### src/rtl/clint_pkg.sv
// Shared definitions for the machine-mode interrupt/exception controller:
// one-hot sequencer states, CSR addresses and the trap-related opcodes.
package clint_pkg;

   typedef enum logic [6:0] {
      IDLE        = 7'b000_0001,
      MEPC        = 7'b000_0010,
      MSTATUS     = 7'b000_0100,
      MCAUSE      = 7'b000_1000,
      ASSERT      = 7'b001_0000,
      MRET_ST     = 7'b010_0000,
      MRET_ASSERT = 7'b100_0000
   } state_e;

   localparam logic [11:0] CSR_MSTATUS = 12'h300;
   localparam logic [11:0] CSR_MEPC    = 12'h341;
   localparam logic [11:0] CSR_MCAUSE  = 12'h342;

   localparam logic [31:0] INST_ECALL  = 32'h0000_0073;
   localparam logic [31:0] INST_EBREAK = 32'h0010_0073;
   localparam logic [31:0] INST_MRET   = 32'h3020_0073;

   localparam int CAUSE_ECALL  = 11;
   localparam int CAUSE_EBREAK = 3;

   // Source index width; 5 bits covers the full 1..32 source range.
   localparam int IDX_W = 5;

endpackage

### src/rtl/prio_enc.sv
// Fixed-priority encoder: reports whether any request is set and the index
// of the lowest-numbered one.
module prio_enc
   import clint_pkg::*;
#(
   parameter int N = 8
) (
   input  logic [N-1:0]     req,
   output logic             valid,
   output logic [IDX_W-1:0] idx
);

   always_comb begin
      // NOTE: every always_comb output gets a default first so no path leaves it unassigned (no latch).
      idx   = '0;
      valid = |req;
      // Scan downward so the lowest set index is the last one written.
      for (int i = N - 1; i >= 0; i--) begin
         if (req[i]) idx = IDX_W'(i);
      end
   end

endmodule

### src/rtl/clint_mc.sv
// Machine-mode trap sequencer: detects ECALL/EBREAK, enabled interrupts and
// MRET in decode, writes mepc/mstatus/mcause and redirects the pipeline.
module clint_mc
   import clint_pkg::*;
#(
   parameter int NUM_IRQ    = 8,
   parameter int XLEN       = 32,
   parameter int CAUSE_BASE = 16
) (
   input  logic                clk,
   input  logic                rst,
   input  logic [NUM_IRQ-1:0]  irq_i,
   input  logic [NUM_IRQ-1:0]  irq_en_i,
   input  logic [31:0]         inst_i,
   input  logic                inst_valid_i,
   input  logic [XLEN-1:0]     inst_addr_i,
   input  logic                jump_flag_i,
   input  logic [XLEN-1:0]     jump_addr_i,
   input  logic [XLEN-1:0]     csr_mtvec_i,
   input  logic [XLEN-1:0]     csr_mepc_i,
   input  logic [XLEN-1:0]     csr_mstatus_i,
   output logic                hold_o,
   output logic                csr_we_o,
   output logic [11:0]         csr_waddr_o,
   output logic [XLEN-1:0]     csr_wdata_o,
   output logic                int_assert_o,
   output logic [XLEN-1:0]     int_addr_o,
   output logic [NUM_IRQ-1:0]  irq_claim_o
);

   state_e           state;
   logic [XLEN-1:0]  cause_q;
   logic [XLEN-1:0]  epc_q;
   logic [IDX_W-1:0] idx_q;
   logic             async_q;

   logic [NUM_IRQ-1:0] pending;
   logic               pe_valid;
   logic [IDX_W-1:0]   pe_idx;
   logic               is_ecall, is_ebreak, is_sync, is_async, is_mret, event_taken;

   assign pending = irq_i & irq_en_i;

   prio_enc #(.N(NUM_IRQ)) u_prio_enc (
      .req   (pending),
      .valid (pe_valid),
      .idx   (pe_idx)
   );

   assign is_ecall    = inst_valid_i && (inst_i == INST_ECALL);
   assign is_ebreak   = inst_valid_i && (inst_i == INST_EBREAK);
   assign is_sync     = is_ecall || is_ebreak;
   assign is_async    = inst_valid_i && csr_mstatus_i[3] && pe_valid;
   assign is_mret     = inst_valid_i && (inst_i == INST_MRET);
   assign event_taken = (state == IDLE) && (is_sync || is_async || is_mret);

   // The stall must rise in the detection cycle itself, so it is not registered.
   assign hold_o = !rst && ((state != IDLE) || event_taken);

   always_ff @(posedge clk or posedge rst) begin
      if (rst) begin
         state   <= IDLE;
         cause_q <= '0;
         epc_q   <= '0;
         idx_q   <= '0;
         async_q <= 1'b0;
      end else begin
         // NOTE: sequential state uses non-blocking assignments so every register samples pre-edge values.
         case (state)
            IDLE: begin
               if (is_sync) begin
                  state   <= MEPC;
                  cause_q <= is_ecall ? XLEN'(CAUSE_ECALL) : XLEN'(CAUSE_EBREAK);
                  epc_q   <= inst_addr_i;
                  idx_q   <= '0;
                  async_q <= 1'b0;
               end else if (is_async) begin
                  state   <= MEPC;
                  cause_q <= {1'b1, (XLEN-1)'(CAUSE_BASE) + (XLEN-1)'(pe_idx)};
                  epc_q   <= jump_flag_i ? jump_addr_i : inst_addr_i;
                  idx_q   <= pe_idx;
                  async_q <= 1'b1;
               end else if (is_mret) begin
                  state   <= MRET_ST;
               end
            end
            MEPC:        state <= MSTATUS;
            MSTATUS:     state <= MCAUSE;
            MCAUSE:      state <= ASSERT;
            ASSERT:      state <= IDLE;
            MRET_ST:     state <= MRET_ASSERT;
            MRET_ASSERT: state <= IDLE;
            default:     state <= IDLE;
         endcase
      end
   end

   logic [XLEN-1:0] trap_mstatus, mret_mstatus, vec_base, vec_off;

   always_comb begin
      trap_mstatus        = csr_mstatus_i;
      trap_mstatus[7]     = csr_mstatus_i[3];
      trap_mstatus[3]     = 1'b0;
      trap_mstatus[12:11] = 2'b11;

      mret_mstatus        = csr_mstatus_i;
      mret_mstatus[3]     = csr_mstatus_i[7];
      mret_mstatus[7]     = 1'b1;

      vec_base = {csr_mtvec_i[XLEN-1:2], 2'b00};
      vec_off  = (XLEN'(CAUSE_BASE) + XLEN'(idx_q)) << 2;
   end

   always_comb begin
      csr_we_o     = 1'b0;
      csr_waddr_o  = '0;
      csr_wdata_o  = '0;
      int_assert_o = 1'b0;
      int_addr_o   = '0;
      irq_claim_o  = '0;
      case (state)
         MEPC: begin
            csr_we_o    = 1'b1;
            csr_waddr_o = CSR_MEPC;
            csr_wdata_o = epc_q;
         end
         MSTATUS: begin
            csr_we_o    = 1'b1;
            csr_waddr_o = CSR_MSTATUS;
            csr_wdata_o = trap_mstatus;
         end
         MCAUSE: begin
            csr_we_o    = 1'b1;
            csr_waddr_o = CSR_MCAUSE;
            csr_wdata_o = cause_q;
         end
         ASSERT: begin
            int_assert_o = 1'b1;
            // Only interrupts use the vectored slot; exceptions always go to the base.
            int_addr_o   = (csr_mtvec_i[1:0] == 2'b01 && async_q) ? vec_base + vec_off : vec_base;
            if (async_q) irq_claim_o = NUM_IRQ'(1) << idx_q;
         end
         MRET_ST: begin
            csr_we_o    = 1'b1;
            csr_waddr_o = CSR_MSTATUS;
            csr_wdata_o = mret_mstatus;
         end
         MRET_ASSERT: begin
            int_assert_o = 1'b1;
            int_addr_o   = csr_mepc_i;
         end
         default: ;
      endcase
   end

endmodule

### config.mk
export PLATFORM = sky130hd
export DESIGN_NAME = clint_mc
export DESIGN_NICKNAME = d
export VERILOG_FILES = /design/src/rtl/clint_pkg.sv /design/src/rtl/prio_enc.sv /design/src/rtl/clint_mc.sv
export SDC_FILE = /design/constraint.sdc
export NUM_CORES = 1
export LEC_CHECK = 0
export ABC_AREA = 1
export CORE_AREA = 2 2 117 119
export CTS_CLUSTER_DIAMETER = 150
export DETAILED_ROUTE_END_ITERATION = 10
export DIE_AREA = 0 0 119 121
export DONT_BUFFER_PORTS = 1
export PLACE_DENSITY = 0.56
export SLEW_MARGIN = 20
export SYNTH_ARGS = -nofsm -noshare
export SYNTH_HDL_FRONTEND = slang
export SYNTH_SLANG_ARGS = --single-unit
### constraint.sdc
create_clock -name clk -period 6.4 [get_ports clk]
set_input_delay 1.6 -clock clk [delete_from_list [all_inputs] [get_ports clk]]
set_output_delay 1.6 -clock clk [all_outputs]
set_load 0.005 [all_outputs]
# [After elaboration in Yosys (flattened, before gate mapping)]
# Index checks and enable logic that the tools add are counted.
[totals] regBits=77 input_bits=212 wordCells=72 output_inout_bits=87
[op_classes] n_bitwise=1 muxes=30 eq_ne=13 n_reduce_logical=19 add_sub_neg=3 n_shift=1
[op_table] cell="$mux W32" n=6
[op_table] cell="$pmux W32 S4" n=1
[op_table] cell="$pmux W32 S2" n=1
[op_table] cell="$pmux W7 S5" n=1
[op_table] cell="$add A32 B8 Y32" n=1
[op_table] cell="$eq A32 B21 Y1 const B" n=1
[op_table] cell="$eq A32 B30 Y1 const B" n=1
[op_table] cell="$eq A32 B7 Y1 const B" n=1
[op_table] cell="$pmux W10 S3" n=1
[op_table] cell="$mux W3" n=8
[op_table] cell="$mux W7" n=3
[op_table] cell="$mux W8" n=2
[op_table] cell="$add A5 B5 Y6 const A" n=2
[op_table] cell="$mux W5" n=2
[op_table] cell="$and A8 B8 Y8" n=1
[op_table] cell="$logic_and A1 B1 Y1" n=8
[op_table] cell="$reduce_or A8 Y1" n=1
[op_table] cell="$shl A1 B5 Y8 const A" n=1
[op_table] cell="$eq A7 B1 Y1 const B" n=1
[op_table] cell="$eq A7 B2 Y1 const B" n=1
[op_table] cell="$eq A7 B3 Y1 const B" n=1
[op_table] cell="$eq A7 B4 Y1 const B" n=1
[op_table] cell="$eq A7 B5 Y1 const B" n=1
[op_table] cell="$eq A7 B6 Y1 const B" n=1
[op_table] cell="other kinds (12)" n=19

# [Logic depth before layout (Yosys ltp)]
[depth] depth_word=12 ltp_mapped=12

# [By module]
# A second synthesis with hierarchy kept.
[hier_totals] cells_unflattened=897 hier_area_um2=5526.6
[by_module_without_submodules] mod="clint_mc" area_per_inst_um2=5408.9 cells_each=872 seq_area_each_um2=1227.4 n_inst=1
[by_module_without_submodules] mod="prio_enc" area_per_inst_um2=117.6 cells_each=25 seq_area_each_um2=0.0 n_inst=1

# [Worst setup path before layout]
# Ideal clock, no wire load.
[synth_timing] path_kind="input-to-output" start="input csr_mtvec_i[2]" end="output int_addr_o[16]" path_slack_ns=1.898 path_buffers=0 path_stages=9 arrival_ns=2.902 path_cell_list="ha_1 -> fa_1 -> nand3_1 -> nand3_1 -> nand2_2 -> nor2_4 -> nand2_1 -> nor2_1 -> o21ai_0"
[synth_via] elab_chain_len=3
[synth_lines] item="from (decl)" line_no="clint_mc.sv:19" rtl="input logic [XLEN-1:0] csr_mtvec_i,"
[synth_lines] item="$add A32 B8 Y32" line_no="clint_mc.sv:140" rtl="int_addr_o = (csr_mtvec_i[1:0] == 2'b01 && async_q) ? vec_base + vec_off : vec_base;"
[synth_lines] item="$mux W32" line_no="clint_mc.sv:140"
[synth_lines] item="$pmux W32 S2" line_no="clint_mc.sv:121" rtl="case (state)"
[synth_lines] item="to (decl)" line_no="clint_mc.sv:27" rtl="output logic [XLEN-1:0] int_addr_o,"
# Every way passes these cells.

# [Worst setup path in the final report]
[layout_timing] start="input csr_mtvec_i[2]" end="output int_addr_o[10]"
# Same word-level chain as after synthesis.

==> impl_metrics.json <==
{
  "crit_arrival_ns": 3.11,
  "route.met3.wl_um": 981,
  "syn_avg_cell_area_um2": 6.02,
  "dp_cells": 896,
  "numCtsBuffers": 5,
  "wl_met1_mm": 5.87,
  "fin_total_pwr_w": 0.00115,
  "worst_pin_slew_ns": 1.02,
  "instances_no_fill": 904,
  "clk_latency_ns": 0.29,
  "synthCells": 749,
  "final-max-slew-violation-count": 0,
  "drtAntennaViolNets": 0,
  "async_reset_ff_frac": 1.00,
  "yosysSeqAreaShare": 0.255,
  "cts_tree": "built",
  "p_per_area_nw_per_um2": 244,
  "crit_required_ns": 4.80,
  "maxCapViolCount": 0,
  "core_um2": 13100,
  "drive_gt1_frac": 0.0426,
  "die_area_um2": 14400,
  "place_congestion": 0.860,
  "grt_usage": 0.190,
  "h-tree-depth": 2,
  "peakVddDrop_mv": 0.128,
  "slowest_stage": "fa_1",
  "p_seq_frac": 0.438,
  "clock-sinks": 46,
  "intPower_w": 0.000730,
  "crit_path_cell_trace": "ha_1 > fa_1 > nand3_1 > nand3_1 > nand2_2 > nor2_1 > o21ai_0 > nand2_1",
  "diodes": 0,
  "vias": 4654,
  "finClkSkew_ns": 0.00345,
  "dpl.hpwl_mm": 11.4,
  "crit_path_max_fanout": 5,
  "netlist_top_cells_area": "dfrtp_1 25%, nand2_1 22%, nand3_1 8.7%",
  "fin_crit_ns": 4.71,
  "cts_resized": 0,
  "via_per_inst": 5.15,
  "critical_path_class": "in2out",
  "cpLargestDelayFamily": "adder cells",
  "crit_path_start_kind": "primary input",
  "finalSetupViolCount": 0,
  "cts_setup_buffers": 0,
  "critical-path-max-stage-delay_ns": 0.41,
  "grt_overflow": 0,
  "area_growth_syn_to_layout_pct": 4.80,
  "hold_path_class": "reg2reg",
  "power.clock.fraction": 0.263,
  "leakage_nw": 2.45,
  "wl_mm": 14.0,
  "rsz0062_at_grt": "no",
  "fin_nets": 943,
  "cpMostUsedCell": "nand3_1",
  "final_core_util": 0.361,
  "die_w_um": 119,
  "grt_pass1_vias": 4231,
  "path_clk_slew_ns": 0.07,
  "drt_first_pass_iters": 4,
  "num_io_pins": 299,
  "synth_top_area_frac": 0.250,
  "p_sw_w": 0.000423,
  "wl_per_cell_um": 15.5,
  "switching_share": 0.367,
  "yosysMostFrequentCell": "nand2_1",
  "dr_wl_met2_mm": 7.05,
  "crit_buf_inv": 0,
  "end_kind": "output port",
  "min_period_over_period": 0.737,
  "drcViolationCount": 0,
  "finalHoldViolCount": 0,
  "root_buffer": "clkbuf_16",
  "synth_ff_type": "dfrtp_1",
  "fillers": 1474,
  "syn-cell-area_um2": 4510,
  "synth_common_cells": "265 x nand2_1, 94 x inv_1, 78 x nand3_1",
  "cts_hold_buf": 0,
  "synth_cell_type_count": 35,
  "rows": 42,
  "synth_top_area_cell": "dfrtp_1",
  "top_layer_used": "met4",
  "clockBufferDepth": 2,
  "initial_utilization": 0.345,
  "port_buffers": 0,
  "fmax_mhz": 212,
  "synth_edf_count": 0,
  "outcome": "finished clean",
  "dieHeight_um": 121,
  "p_comb_frac": 0.299,
  "yosys_warnings": 0,
  "grt_pass1_wl_mm": 21.9,
  "grt_max_degree": 47,
  "timing.setup.tns_ns": 0,
  "drt-initial-drc-count": 209,
  "slew_headroom": 0.318,
  "antenna_found_initial": 0,
  "synth-seq-cells": 46
}
-- final cells by class --
class | instances | area, um^2 | share of cell area
repair buffers | 2 | 15.0 | 0.00318
well taps | 176 | 220 | 0.0466
clock inverters | 3 | 47.5 | 0.0101
clock buffers | 5 | 125 | 0.0265
inverters | 100 | 375 | 0.0794
multi-input cells | 572 | 2790 | 0.591
flip-flops and latches | 46 | 1150 | 0.244
-- sequential cells by signal, summed over array words and instances, names as in the netlist --
signal   flops
state        7
idx_q        2
epc_q       32
cause_q      5
-- metrics by stage --
step / cell area (um^2) / hold slack [ns] / setup slack, ns
after detailed placement: 4550 / 0.467 / 1.72
after global routing: 4730 / 0.508 / 1.52
after CTS: 4730 / 0.486 / 1.71
final: 4730 / 0.481 / 1.69
after floorplan: 4530 / 0.449 / 1.90
after global placement: 4550 / 0.463 / 1.73
-- cell usage in the layout, fill, tap and decap left out, types with 4 or more instances in the layout --
cell,count
nand2_1,264
inv_1,93
nand3_1,78
nor2_1,54
dfrtp_1,45
nand3b_1,33
o21ai_0,26
a22o_1,23
nand4_1,22
nor3_1,14
a21oi_1,13
o21ai_1,9
inv_2,7
conb_1,7
clkbuf_16,5
o211ai_1,4
-- worst reg2reg max path, cell delays in order, from the launching register on --
cell and delay [ns]:
dfrtp_1 0.41, nor2_1 0.18, nand2_1 0.12, inv_1 0.12, nand4_1 0.17, nand2_1 0.79
inv_1 0.25, nand4_1 0.13, o21ai_0 0.12
-- power by group through the flow --
stage / combinational [W] / clock, W / sequential (W)
after floorplan: 0.000305 / 0 / 0.000477
after global placement: 0.000347 / 0 / 0.000509
after detailed placement: 0.000352 / 0 / 0.000508
after CTS: 0.000351 / 0.000313 / 0.000506
after global routing: 0.000405 / 0.000323 / 0.000522
final: 0.000345 / 0.000304 / 0.000505
-- cell families (layout without fill, tap and decap cells) --
logic type / after synthesis / count (layout) / share of synthesized area
compound gates: 78 / 78 / 0.111
xor+xnor: 1 / 1 / 0.00194
fa+ha+maj: 4 / 4 / 0.0128
simple gates: 482 / 482 / 0.486
flops: 46 / 46 / 0.255
buf+inv: 137 / 110 / 0.132
other cells: 1 / 7 / 0.000831
-- worst paths after layout --
| kind | slack (ns) | from | depth (start not counted) | end |
|---|---|---|---|---|
| min in group asynchronous | 1.39 | rst | 1 | idx_q[1]$_DFFE_PP0P_ |
| worst min register to register | 0.48 | epc_q[7]$_DFFE_PP0P_ | 2 | epc_q[7]$_DFFE_PP0P_ |
| worst max-delay path | 1.69 | csr_mtvec_i[2] | 8 | int_addr_o[10] |
| max in group asynchronous | 4.41 | rst | 1 | epc_q[30]$_DFFE_PP0P_ |
| worst max register to register | 4.01 | state[1]$_DFFE_PP0P_ | 8 | state[0]$_DFFE_PP1P_ |
| worst min-delay path | 0.48 | epc_q[7]$_DFFE_PP0P_ | 2 | epc_q[7]$_DFFE_PP0P_ |
-- metal layers --
layer,vias up,global-route usage
li1,2361,-
met1,2073,0.235
met2,209,0.338
met3,11,0.0409
met4,0,0.0417
met5,-,0
No activity file was read; power rests on OpenSTA's default activity.
